## config.mk

```make
export PLATFORM = sky130hd
export DESIGN_NAME = microop_sequencer_flat
export DESIGN_NICKNAME = d
export VERILOG_FILES = /design/src/rtl/microop_sequencer_pkg.sv /design/src/rtl/microop_sequencer_if.sv /design/src/rtl/microop_sequencer_plane_decoder.sv /design/src/rtl/microop_sequencer.sv /design/src/flat_wrapper.sv
export SDC_FILE = /design/constraint.sdc
export NUM_CORES = 1
export LEC_CHECK = 0
export ABC_AREA = 1
export CORE_MARGIN = 1.5
export CORE_UTILIZATION = 22
export DETAILED_ROUTE_END_ITERATION = 8
export HOLD_SLACK_MARGIN = 0.15
export PLACE_DENSITY = 0.83
export SYNTH_ARGS = -nofsm -noshare
export SYNTH_HDL_FRONTEND = slang
export SYNTH_SLANG_ARGS = --single-unit
```

## constraint.sdc

```tcl
create_clock -name CLK -period 1.34 [get_ports CLK]
set_clock_uncertainty 0.2 [all_clocks]
set_input_delay 0.201 -clock CLK [delete_from_list [all_inputs] [get_ports CLK]]
set_output_delay 0.201 -clock CLK [all_outputs]
set_load 0.01 [all_outputs]
```

## src/rtl/microop_sequencer_pkg.sv

```systemverilog
// Shared definitions for the microcode store and the micro-op sequencer:
// opcode values, control-word field positions and field encodings.
package microop_sequencer_pkg;

  localparam int OPCODE_W = 6;
  localparam int COUNT_W  = 5;
  localparam int ADDR_W   = OPCODE_W + COUNT_W;
  localparam int UCODE_W  = 32;

  // Opcodes (upper microcode address bits)
  localparam logic [OPCODE_W-1:0] OP_RESET = 6'd0;
  localparam logic [OPCODE_W-1:0] OP_FETCH = 6'd1;
  localparam logic [OPCODE_W-1:0] OP_LHU   = 6'd2;

  // Control-word field positions
  localparam int CW_CTRL_DATA_LSB  = 0;
  localparam int CW_CTRL_DATA_W    = 6;
  localparam int CW_REG_SEL_LSB    = 6;
  localparam int CW_REG_SEL_W      = 2;
  localparam int CW_OUT_PLANE_LSB  = 8;
  localparam int CW_OUT_PLANE_W    = 4;
  localparam int CW_IN_PLANE_LSB   = 12;
  localparam int CW_IN_PLANE_W     = 3;
  localparam int CW_MISC_BIT       = 15;
  localparam int CW_OPCODE_SEL_BIT = 22;

  // Register index source
  typedef enum logic [CW_REG_SEL_W-1:0] {
    REG_SEL_RS   = 2'd0,  // OPWORD[25:21]
    REG_SEL_RT   = 2'd1,  // OPWORD[20:16]
    REG_SEL_RD   = 2'd2,  // OPWORD[15:11]
    REG_SEL_CTRL = 2'd3   // ctrl_data[4:0]
  } reg_sel_e;

  // Bus-driver planes (0 = nobody drives; 10..15 also drive nothing)
  localparam int                        N_OUT_PLANES = 10;
  localparam logic [CW_OUT_PLANE_W-1:0] OUT_NONE     = 4'd0;
  localparam logic [CW_OUT_PLANE_W-1:0] OUT_REG      = 4'd1;

  // Write-strobe planes; 4 and 7 have no strobe
  localparam int                       N_IN_PLANES    = 7;
  localparam logic [CW_IN_PLANE_W-1:0] IN_NONE        = 3'd0;
  localparam logic [CW_IN_PLANE_W-1:0] IN_REG         = 3'd1;
  localparam logic [CW_IN_PLANE_W-1:0] IN_NO_STROBE_4 = 3'd4;
  localparam logic [CW_IN_PLANE_W-1:0] IN_OPCODE      = 3'd6;
  localparam logic [CW_IN_PLANE_W-1:0] IN_NO_STROBE_7 = 3'd7;

  localparam logic MISC_RESET_MICROOP_COUNTER = 1'b1;

  localparam logic OPCODE_SEL_OPWORD = 1'b0;
  localparam logic OPCODE_SEL_BUS    = 1'b1;

  function automatic logic [ADDR_W-1:0] make_addr(input logic [OPCODE_W-1:0] opcode,
                                                  input logic [COUNT_W-1:0]  count);
    return {opcode, count};
  endfunction

endpackage

```

## src/rtl/microop_sequencer_if.sv

```systemverilog
// Bundle between the sequencer, the microcode store and the datapath.
// Flow control: there is no valid/ready pair. The sequencer advances on every
// rising CLK edge where N_RDY=0 and N_BOOTED=0; if either is high the edge is
// a hold (state kept, write strobes suppressed). UCODE must be valid for the
// current ADDR within the same cycle.
interface microop_sequencer_if;
  import microop_sequencer_pkg::*;

  logic [ADDR_W-1:0]       ADDR;
  logic [UCODE_W-1:0]      UCODE;
  logic [31:0]             OPWORD;
  logic [31:0]             BUS;
  logic                    N_BOOTED;
  logic                    N_RDY;
  logic [4:0]              REG_IDX;
  logic [N_OUT_PLANES-1:0] N_OUT;
  logic [N_IN_PLANES-1:0]  N_IN;
  logic                    FAULT;

  modport master (
    output ADDR, REG_IDX, N_OUT, N_IN, FAULT,
    input  UCODE, OPWORD, BUS, N_BOOTED, N_RDY
  );

  modport slave (
    input  ADDR, REG_IDX, N_OUT, N_IN, FAULT,
    output UCODE, OPWORD, BUS, N_BOOTED, N_RDY
  );
endinterface

```

## src/rtl/microop_sequencer_plane_decoder.sv

```systemverilog
// N-way one-hot active-low decoder. Select 0 and selects >= N decode to all
// ones, so bit 0 is never driven low.
module plane_decoder #(
  parameter int N     = 10,
  parameter int SEL_W = 4
) (
  input  logic             en,
  input  logic [SEL_W-1:0] sel,
  output logic [N-1:0]     n_out
);

  // Pull the selected line low when enabled
  always_comb begin
    n_out = '1;
    for (int k = 1; k < N; k++) begin
      if (en && (sel == SEL_W'(k))) n_out[k] = 1'b0;
    end
  end

endmodule

```

## src/rtl/microop_sequencer.sv

```systemverilog
// Micro-op sequencer: owns the opcode register and micro-op counter, drives
// the microcode address and decodes the returned control word into register
// index, bus-driver enables and write strobes.
module microop_sequencer
  import microop_sequencer_pkg::*;
(
  input  logic                CLK,
  input  logic                N_RST,
  microop_sequencer_if.master sif
);

  logic [OPCODE_W-1:0]       opcode_q, opcode_d;
  logic [COUNT_W-1:0]        count_q, count_d;
  logic                      fault_q, fault_d;

  logic [CW_CTRL_DATA_W-1:0] ctrl_data;
  reg_sel_e                  reg_sel;
  logic [CW_OUT_PLANE_W-1:0] out_plane;
  logic [CW_IN_PLANE_W-1:0]  in_plane;
  logic                      misc;
  logic                      opcode_sel;
  logic                      hold;
  logic                      in_en;

  assign ctrl_data  = sif.UCODE[CW_CTRL_DATA_LSB +: CW_CTRL_DATA_W];
  assign reg_sel    = reg_sel_e'(sif.UCODE[CW_REG_SEL_LSB +: CW_REG_SEL_W]);
  assign out_plane  = sif.UCODE[CW_OUT_PLANE_LSB +: CW_OUT_PLANE_W];
  assign in_plane   = sif.UCODE[CW_IN_PLANE_LSB +: CW_IN_PLANE_W];
  assign misc       = sif.UCODE[CW_MISC_BIT];
  assign opcode_sel = sif.UCODE[CW_OPCODE_SEL_BIT];

  assign hold = sif.N_RDY | sif.N_BOOTED;

  // Register-file index from the opword fields or the control word literal
  always_comb begin
    sif.REG_IDX = sif.OPWORD[25:21];
    case (reg_sel)
      REG_SEL_RS:   sif.REG_IDX = sif.OPWORD[25:21];
      REG_SEL_RT:   sif.REG_IDX = sif.OPWORD[20:16];
      REG_SEL_RD:   sif.REG_IDX = sif.OPWORD[15:11];
      REG_SEL_CTRL: sif.REG_IDX = ctrl_data[4:0];
      default:      sif.REG_IDX = sif.OPWORD[25:21];
    endcase
  end

  // Next opcode/counter/fault; overflow wins over an opcode load
  always_comb begin
    opcode_d = opcode_q;
    count_d  = count_q;
    fault_d  = fault_q;
    if (!hold) begin
      if (in_plane == IN_OPCODE) begin
        opcode_d = (opcode_sel == OPCODE_SEL_BUS) ? sif.BUS[5:0] : sif.OPWORD[31:26];
      end
      if (misc == MISC_RESET_MICROOP_COUNTER) begin
        count_d = '0;
      end else if (count_q == '1) begin
        count_d  = '0;
        opcode_d = OP_RESET;
        fault_d  = 1'b1;
      end else begin
        count_d = count_q + COUNT_W'(1);
      end
    end
  end

  // Sequencer state; reset abandons any sequence immediately
  always_ff @(posedge CLK or negedge N_RST) begin
    if (!N_RST) begin
      opcode_q <= OP_RESET;
      count_q  <= '0;
      fault_q  <= 1'b0;
    end else begin
      opcode_q <= opcode_d;
      count_q  <= count_d;
      fault_q  <= fault_d;
    end
  end

  assign sif.ADDR  = make_addr(opcode_q, count_q);
  assign sif.FAULT = fault_q;

  // Bus drivers stay on through a stall; strobes need a non-held cycle
  assign in_en = N_RST & ~hold & (in_plane != IN_NO_STROBE_4);

  plane_decoder #(.N(N_OUT_PLANES), .SEL_W(CW_OUT_PLANE_W)) u_out_dec (
    .en    (N_RST),
    .sel   (out_plane),
    .n_out (sif.N_OUT)
  );

  plane_decoder #(.N(N_IN_PLANES), .SEL_W(CW_IN_PLANE_W)) u_in_dec (
    .en    (in_en),
    .sel   (in_plane),
    .n_out (sif.N_IN)
  );

  // Control-word and bus bits consumed elsewhere
  logic unused_ok;
  assign unused_ok = ^{sif.UCODE[31:23], sif.UCODE[21:16], ctrl_data[5],
                       sif.BUS[31:6], sif.OPWORD[10:0]};

endmodule

```

## src/flat_wrapper.sv

```systemverilog
// flat-port wrapper written by rule: the top's interface ports become plain ports
module microop_sequencer_flat import microop_sequencer_pkg::*;
  (CLK, N_RST, sif_ADDR, sif_REG_IDX, sif_N_OUT, sif_N_IN, sif_FAULT, sif_UCODE, sif_OPWORD, sif_BUS, sif_N_BOOTED, sif_N_RDY);
  microop_sequencer_if sif_i ();
  input  logic CLK;
  input  logic N_RST;
  output wire logic [$bits(sif_i.ADDR)-1:0] sif_ADDR;
  output wire logic [$bits(sif_i.REG_IDX)-1:0] sif_REG_IDX;
  output wire logic [$bits(sif_i.N_OUT)-1:0] sif_N_OUT;
  output wire logic [$bits(sif_i.N_IN)-1:0] sif_N_IN;
  output wire logic [$bits(sif_i.FAULT)-1:0] sif_FAULT;
  input wire logic [$bits(sif_i.UCODE)-1:0] sif_UCODE;
  input wire logic [$bits(sif_i.OPWORD)-1:0] sif_OPWORD;
  input wire logic [$bits(sif_i.BUS)-1:0] sif_BUS;
  input wire logic [$bits(sif_i.N_BOOTED)-1:0] sif_N_BOOTED;
  input wire logic [$bits(sif_i.N_RDY)-1:0] sif_N_RDY;
  assign sif_ADDR = sif_i.ADDR;
  assign sif_REG_IDX = sif_i.REG_IDX;
  assign sif_N_OUT = sif_i.N_OUT;
  assign sif_N_IN = sif_i.N_IN;
  assign sif_FAULT = sif_i.FAULT;
  assign sif_i.UCODE = sif_UCODE;
  assign sif_i.OPWORD = sif_OPWORD;
  assign sif_i.BUS = sif_BUS;
  assign sif_i.N_BOOTED = sif_N_BOOTED;
  assign sif_i.N_RDY = sif_N_RDY;
  microop_sequencer u_core (.CLK(CLK), .N_RST(N_RST), .sif(sif_i));
endmodule
```

==> impl_metrics.tcl, run 1 <==
set metrics [dict create \
    status "complete, but fails checks" \
    violations "negative setup slack" \
    placed_area_um2 1992 \
    grt_pass1_wl_um 6106 \
    syn_to_final_growth_pct 112.7 \
    drt-vias-per-instance 4.373 \
    clk_latency_ns 0.24 \
    vias 1395 \
    cp_data_arrival_time_ns 1.38 \
    cts-root-buf "clkbuf_8" \
    endpoint_kind "flop" \
    die_h_um 70.03 \
    rsz0062_at_grt "true" \
    hold_viol 0 \
    rows 24 \
    drtIter0Drc 15 \
    avgSynthCellArea_um2 6.139 \
    cp_max_fo 7 \
    clock_path_buffers 2 \
    report.final.slew_viol_count 0 \
    ios 134 \
    ant_nets 0 \
    power_mw 1.424 \
    fin_crit_ns 1.410 \
    die_area_um2 4904 \
    hold_start "sif_N_RDY" \
    path_class "reg -> reg" \
    syn_inst 161 \
    drcViolationCount 0 \
    hpwl_um 2797 \
    routabilityCongestion 0.8285 \
    p_per_area_nw_per_um2 677.4 \
    core_region_area_um2 4324 \
    crit_start "u_core.count_q[1]" \
    final_cell_count_no_fill 319 \
    routed_wl_um 3721 \
    cts_sinks 12 \
    nets 370 \
    mappedNetlistArea_um2 988.4 \
    final.setup.worst_slack_ns -0.07017 \
    num_antenna_cells 0 \
    cap_viol_max_count 0 \
    post-route-period-util 1.052 \
    grt_pass1_vias 1391 \
    yosys_register_bits 12 \
    cts_tree "done" \
    antenna_found_initial 0 \
    postLayoutCellArea_um2 2102 \
    place_inst 310 \
    start_kind "flop" \
    cts-htree-levels 1 \
    grt_use_total 0.1522 \
    overflow 0 \
    routedWlPerCell_um 11.66 \
    max_freq_mhz 709.1 \
    p_leak_nw 1.212 \
    vdd_drop_max_uv 470.0 \
    port-buffer-count 77 \
    drive_gt1_frac 0.3633 \
    min_path_type "in -> reg" \
    r2r_start "u_core.count_q[1]" \
    final_core_util 0.4861 \
    finalSetupViolations 9 \
    fp.dieW_um 70.03 \
    firstDrtPassIters 3 \
    grt_max_degree 13 \
    yosysWarnings 0 \
    ys_types 19 \
    critPathRequiredTime_ns 1.31 \
    floorplan.initialDensity 0.2286 \
    yosysSeqAreaShare 0.3038 \
    cts_buffers 3 \
    cts.clk_slew.worst_paths_ns 0.05 \
]
==> worst paths after layout <==
check | endpoint | slack [ns] | depth (start not counted)
setup / recovery | u_core.opcode_q[3] | -0.07 | 7
hold / removal | u_core.count_q[0] | 0.21 | 5
setup reg to reg | u_core.opcode_q[3] | -0.07 | 7
hold reg to reg | u_core.sif.FAULT | 0.28 | 2
max in group asynchronous | u_core.count_q[0] | 0.34 | 4
min in group asynchronous | u_core.count_q[4] | 0.43 | 4
==> repair_timing <==
item                       CTS  global route
setup endpoints to repair   41            31
setup buffers                5             0
hold buffers                 1             0
gates resized for setup    152            40
hold endpoints to repair    12             0
pin swaps                   10            25
==> cells by family (layout without fill, tap and decap cells) <==
| group | Yosys count | count (layout) | synth area share |
|---|---|---|---|
| and+or+nand+nor | 107 | 107 | 0.4911 |
| buffers and inverters | 30 | 134 | 0.1266 |
| adders and majority gates | 2 | 2 | 0.02531 |
| xor gates and xnor gates | 1 | 1 | 0.008862 |
| other | 1 | 3 | 0.003794 |
| DFF | 12 | 12 | 0.3038 |
| AOI/OAI and AO/OA | 8 | 8 | 0.04051 |
==> through the flow <==
stage / hold slack [ns] / setup TNS (ns) / worst slack [ns]
floorplan: -0.2946 / -0.4073 / -0.05466
global placement: 0.2654 / -15.26 / -0.7050
detailed placement: 0.2587 / -15.60 / -0.7300
CTS: 0.2275 / -0.4425 / -0.07906
global route: 0.2365 / -0.9065 / -0.1166
finish: 0.2059 / -0.4302 / -0.07017
==> worst max-delay path, stage by stage, from the launching register on <==
cell	delay, ns
dfrtp_2	0.43
ha_4	0.17
nand2_4	0.07
nor2_4	0.04
ha_4	0.18
nand2_4	0.11
nand2_1	0.06
nor2_1	0.08
==> registers in the layout (all words and copies together) (netlist names) <==
name / flops
u_core.opcode_q: 6
u_core.sif.FAULT: 1
u_core.count_q: 5
==> layout by cell type (no fill, tap or decap), types with 2 or more instances in the layout <==
master / count
nand2_2: 8
buf_4: 25
clkbuf_8: 3
dlymetal6s2s_1: 17
inv_1: 20
nand2_1: 51
nand3_1: 5
conb_1: 3
nand2_4: 3
ha_4: 2
dlygate4sd2_1: 11
buf_2: 23
buf_6: 4
dfrtp_2: 2
dfrtp_1: 10
o21ai_0: 7
nor2_4: 7
nand3_2: 3
clkdlybuf4s15_1: 4
nand4_1: 11
nor2_1: 12
clkdlybuf4s50_1: 16
inv_2: 5
nor2_2: 6
==> power by group <==
part | internal (mW) | leakage (nW) | switching [mW]
clock | 0.210 | 0.0228 | 0.135
combinational | 0.335 | 1.05 | 0.285
sequential | 0.421 | 0.140 | 0.0389
==> layer usage <==
layer | vias up | track usage | wire length, µm
met5 | - | 0 | 0
met4 | 0 | 0.06410 | 66
met3 | 8 | 0.03175 | 300
met2 | 58 | 0.2878 | 1999
met1 | 622 | 0.1615 | 1355
li1 | 707 | - | -
==> synthesized netlist by cell type, drive strengths merged <==
cell type | count | area, µm²
conb | 1 | 3.750
nand4 | 11 | 68.82
inv | 26 | 97.59
nor3 | 1 | 10.01
nand2 | 62 | 242.7
xor2 | 1 | 8.760
o21ai | 8 | 40.04
nand3 | 8 | 45.04
dfrtp | 12 | 300.3
ha | 2 | 25.02
nor2 | 25 | 118.9
buf | 4 | 27.52
==> area by class of cell <==
cell class	instances	area, µm²
clock buffers	4	45.04
fillers	439	2222
inverters	26	100.1
multi-input cells	121	690.7
flip-flops and latches	12	302.8
well taps	52	65.06
repair buffers	104	898.4
No activity file was read; power rests on OpenSTA's default activity.
==> inputs of run 2 (changes only) <==
Settings changed: CORE_ASPECT_RATIO set to 1.5.
==> run 2 against run 1 <==
Net effect: the run ends with design-rule violations, negative setup slack left; clock power increased by 15%; final area decreased by 3.2%; global-route usage fell by 1.4 points; sequential cell count unchanged; core utilization decreased by 1.1 points; die area grew 0.17%; register-to-register slack better by 0.02 ns; sequential power is essentially flat; worst setup slack improved by 0.016 ns; first-iteration DRC count grew to 3.2 times the previous value; non-clock buffer count decreased by 3; cell count fell by 2.8%; largest cell class unchanged.
==> impl_metrics.tcl, run 2 (synthesis gave the netlist of run 1 again) <==
set metrics [dict create \
    crit_chain "ha_4, nand2_2, nor2_4, ha_4, nand2_8, nand2_2, nor2_2" \
    p_per_area_nw_per_um2 698.9 \
    hpwl_um 2799 \
    report.final.slew_viol_count 0 \
    overflow 0 \
    critPathMaxStageDelay_ns 0.43 \
    vdd_drop_max_uv 703.2 \
    status "complete, but fails checks" \
    vias 1381 \
    cts-root-buf "clkbuf_8" \
    die_area_um2 4913 \
    routed_wl_um 3465 \
    nets 367 \
    intPower_mw 0.9835 \
    comb_power_share 0.398 \
    violations "design-rule violations, negative setup slack" \
    drtIter0Drc 48 \
    p_clk_frac 0.278 \
    placed_area_um2 1969 \
    path_buf_inv 0 \
    nFillCells 431 \
    cap_viol_max_count 0 \
    netSwitchingFraction 0.3083 \
    crit_path_top_delay_cell "dfrtp_2" \
    drt-vias-per-instance 4.455 \
    finalSetupViolations 9 \
    largest_register_ffs 6 \
    cts_tree "done" \
    grt_use_total 0.1387 \
    cts.clk_slew.worst_paths_ns 0.06 \
    clk_latency_ns 0.24 \
    ios 134 \
    fin_crit_ns 1.394 \
    core_region_area_um2 4282 \
    p_leak_nw 1.103 \
    cts_sinks 12 \
    path_class "reg -> reg" \
    start_kind "flop" \
    final.setup.worst_slack_ns -0.05404 \
    grt_pass1_wl_um 5595 \
    firstDrtPassIters 7 \
    final_common_cell "nand2_1" \
    fp.dieW_um 57.73 \
    ant_nets 0 \
    largest_register "u_core.opcode_q" \
    clock_path_buffers 2 \
    hold_viol 0 \
    drcViolationCount 8 \
    antenna_found_initial 0 \
    rows 29 \
    die_h_um 85.10 \
    max_freq_mhz 717.3 \
    grt_max_degree 13 \
    routabilityCongestion 0.7848 \
    dp_slack_ns -0.8056 \
    syn_to_final_growth_pct 105.8 \
    port-buffer-count 77 \
    routedWlPerCell_um 11.18 \
    floorplan.initialDensity 0.2309 \
    place_inst 302 \
    final_cell_count_no_fill 310 \
    p_switching_mw 0.4385 \
    grt_pass1_vias 1442 \
    final_cell_mix "nand2_1 (53), buf_4 (25), clkdlybuf4s50_1 (22)" \
    num_antenna_cells 0 \
    cp_data_arrival_time_ns 1.37 \
    cp_max_fo 7 \
    drive_gt1_frac 0.3371 \
    cts_buffers 3 \
    rsz0062_at_grt "true" \
    endpoint_kind "flop" \
    min_path_type "in -> reg" \
    postLayoutCellArea_um2 2034 \
    path_delay_family "flip-flops" \
    cts-htree-levels 1 \
    critPathRequiredTime_ns 1.31 \
    holdWs_ns 0.1422 \
    post-route-period-util 1.040 \
    seqPwrFrac 0.324 \
]
-- run 2: changes by cell type in the layout (fill, tap and decap cells not counted), moves of 2 or more --
cell / previous run / this run
buf_2: 23 / 20
buf_6: 4 / 1
clkbuf_2: 1 / 4
clkdlybuf4s15_1: 4 / 6
clkdlybuf4s50_1: 16 / 22
dlymetal6s2s_1: 17 / 12
nand2_1: 51 / 53
nand2_4: 3 / 1
nand3_1: 5 / 7
nand3_2: 3 / 1
-- run 2: path summary, 6_finish.rpt --
kind | startpoint | end | slack [ns] | depth (start not counted)
min reg2reg | u_core.sif.FAULT | u_core.sif.FAULT | 0.26 | 2
min in group asynchronous | N_RST | u_core.count_q[3] | 0.38 | 4
max reg2reg | u_core.count_q[0] | u_core.opcode_q[0] | -0.05 | 7
max in group asynchronous | N_RST | u_core.count_q[0] | 0.39 | 4
max | u_core.count_q[0] | u_core.opcode_q[0] | -0.05 | 7
min | sif_N_RDY | u_core.count_q[3] | 0.14 | 4
-- run 2: worst reg2reg max path, stage by stage (launching register included) --
cell and delay, ns:
dfrtp_2 0.43, ha_4 0.17, nand2_2 0.08, nor2_4 0.04, ha_4 0.18, nand2_8 0.09, nand2_2 0.06, nor2_2 0.08
-- run 2: final cells by class --
class	instances	area (µm²)	share of cell area
repair buffers	101	847.1	0.4164
multi-input cells	121	671.9	0.3303
flip-flops and latches	12	302.8	0.1488
inverters	26	100.1	0.04920
well taps	46	57.56	0.02829
clock buffers	4	55.05	0.02706
-- run 2: metal layers --
layer / up-vias / global-route usage / share of wire
met2: 66 / 0.3006 / 0.60
li1: 699 / - / -
met3: 4 / 0.03506 / 0.10
met5: - / 0 / 0
met1: 612 / 0.1147 / 0.29
met4: 0 / 0.03171 / 0.0089
-- run 2: repair_timing --
item	CTS	global route
resized for setup	131	40
endpoints found under the hold margin	12	0
endpoints found under the setup margin	42	27
hold buffers	1	0
pin swaps	17	23
buffers inserted	4	0
-- run 2: power by group through the flow --
| stage | combinational (mW) | clock, mW | sequential, mW |
|---|---|---|---|
| 3_5_place_dp | 0.602 | 0 | 0.469 |
| 4_1_cts | 0.567 | 0.397 | 0.462 |
| 6_report | 0.566 | 0.395 | 0.461 |
| 2_1_floorplan | 0.179 | 0 | 0.497 |
| 3_3_place_gp | 0.591 | 0 | 0.465 |
| 5_1_grt | 0.626 | 0.417 | 0.469 |
-- run 2: per-stage QoR --
step	total power, mW	utilization	TNS [ns]
floorplan	0.6755	-	-0.4073
global placement	1.055	0.4600	-16.55
detailed placement	1.071	0.4600	-17.16
CTS	1.426	0.4646	-0.8647
global route	1.512	0.4752	-0.8941
finish	1.422	0.4752	-0.2738
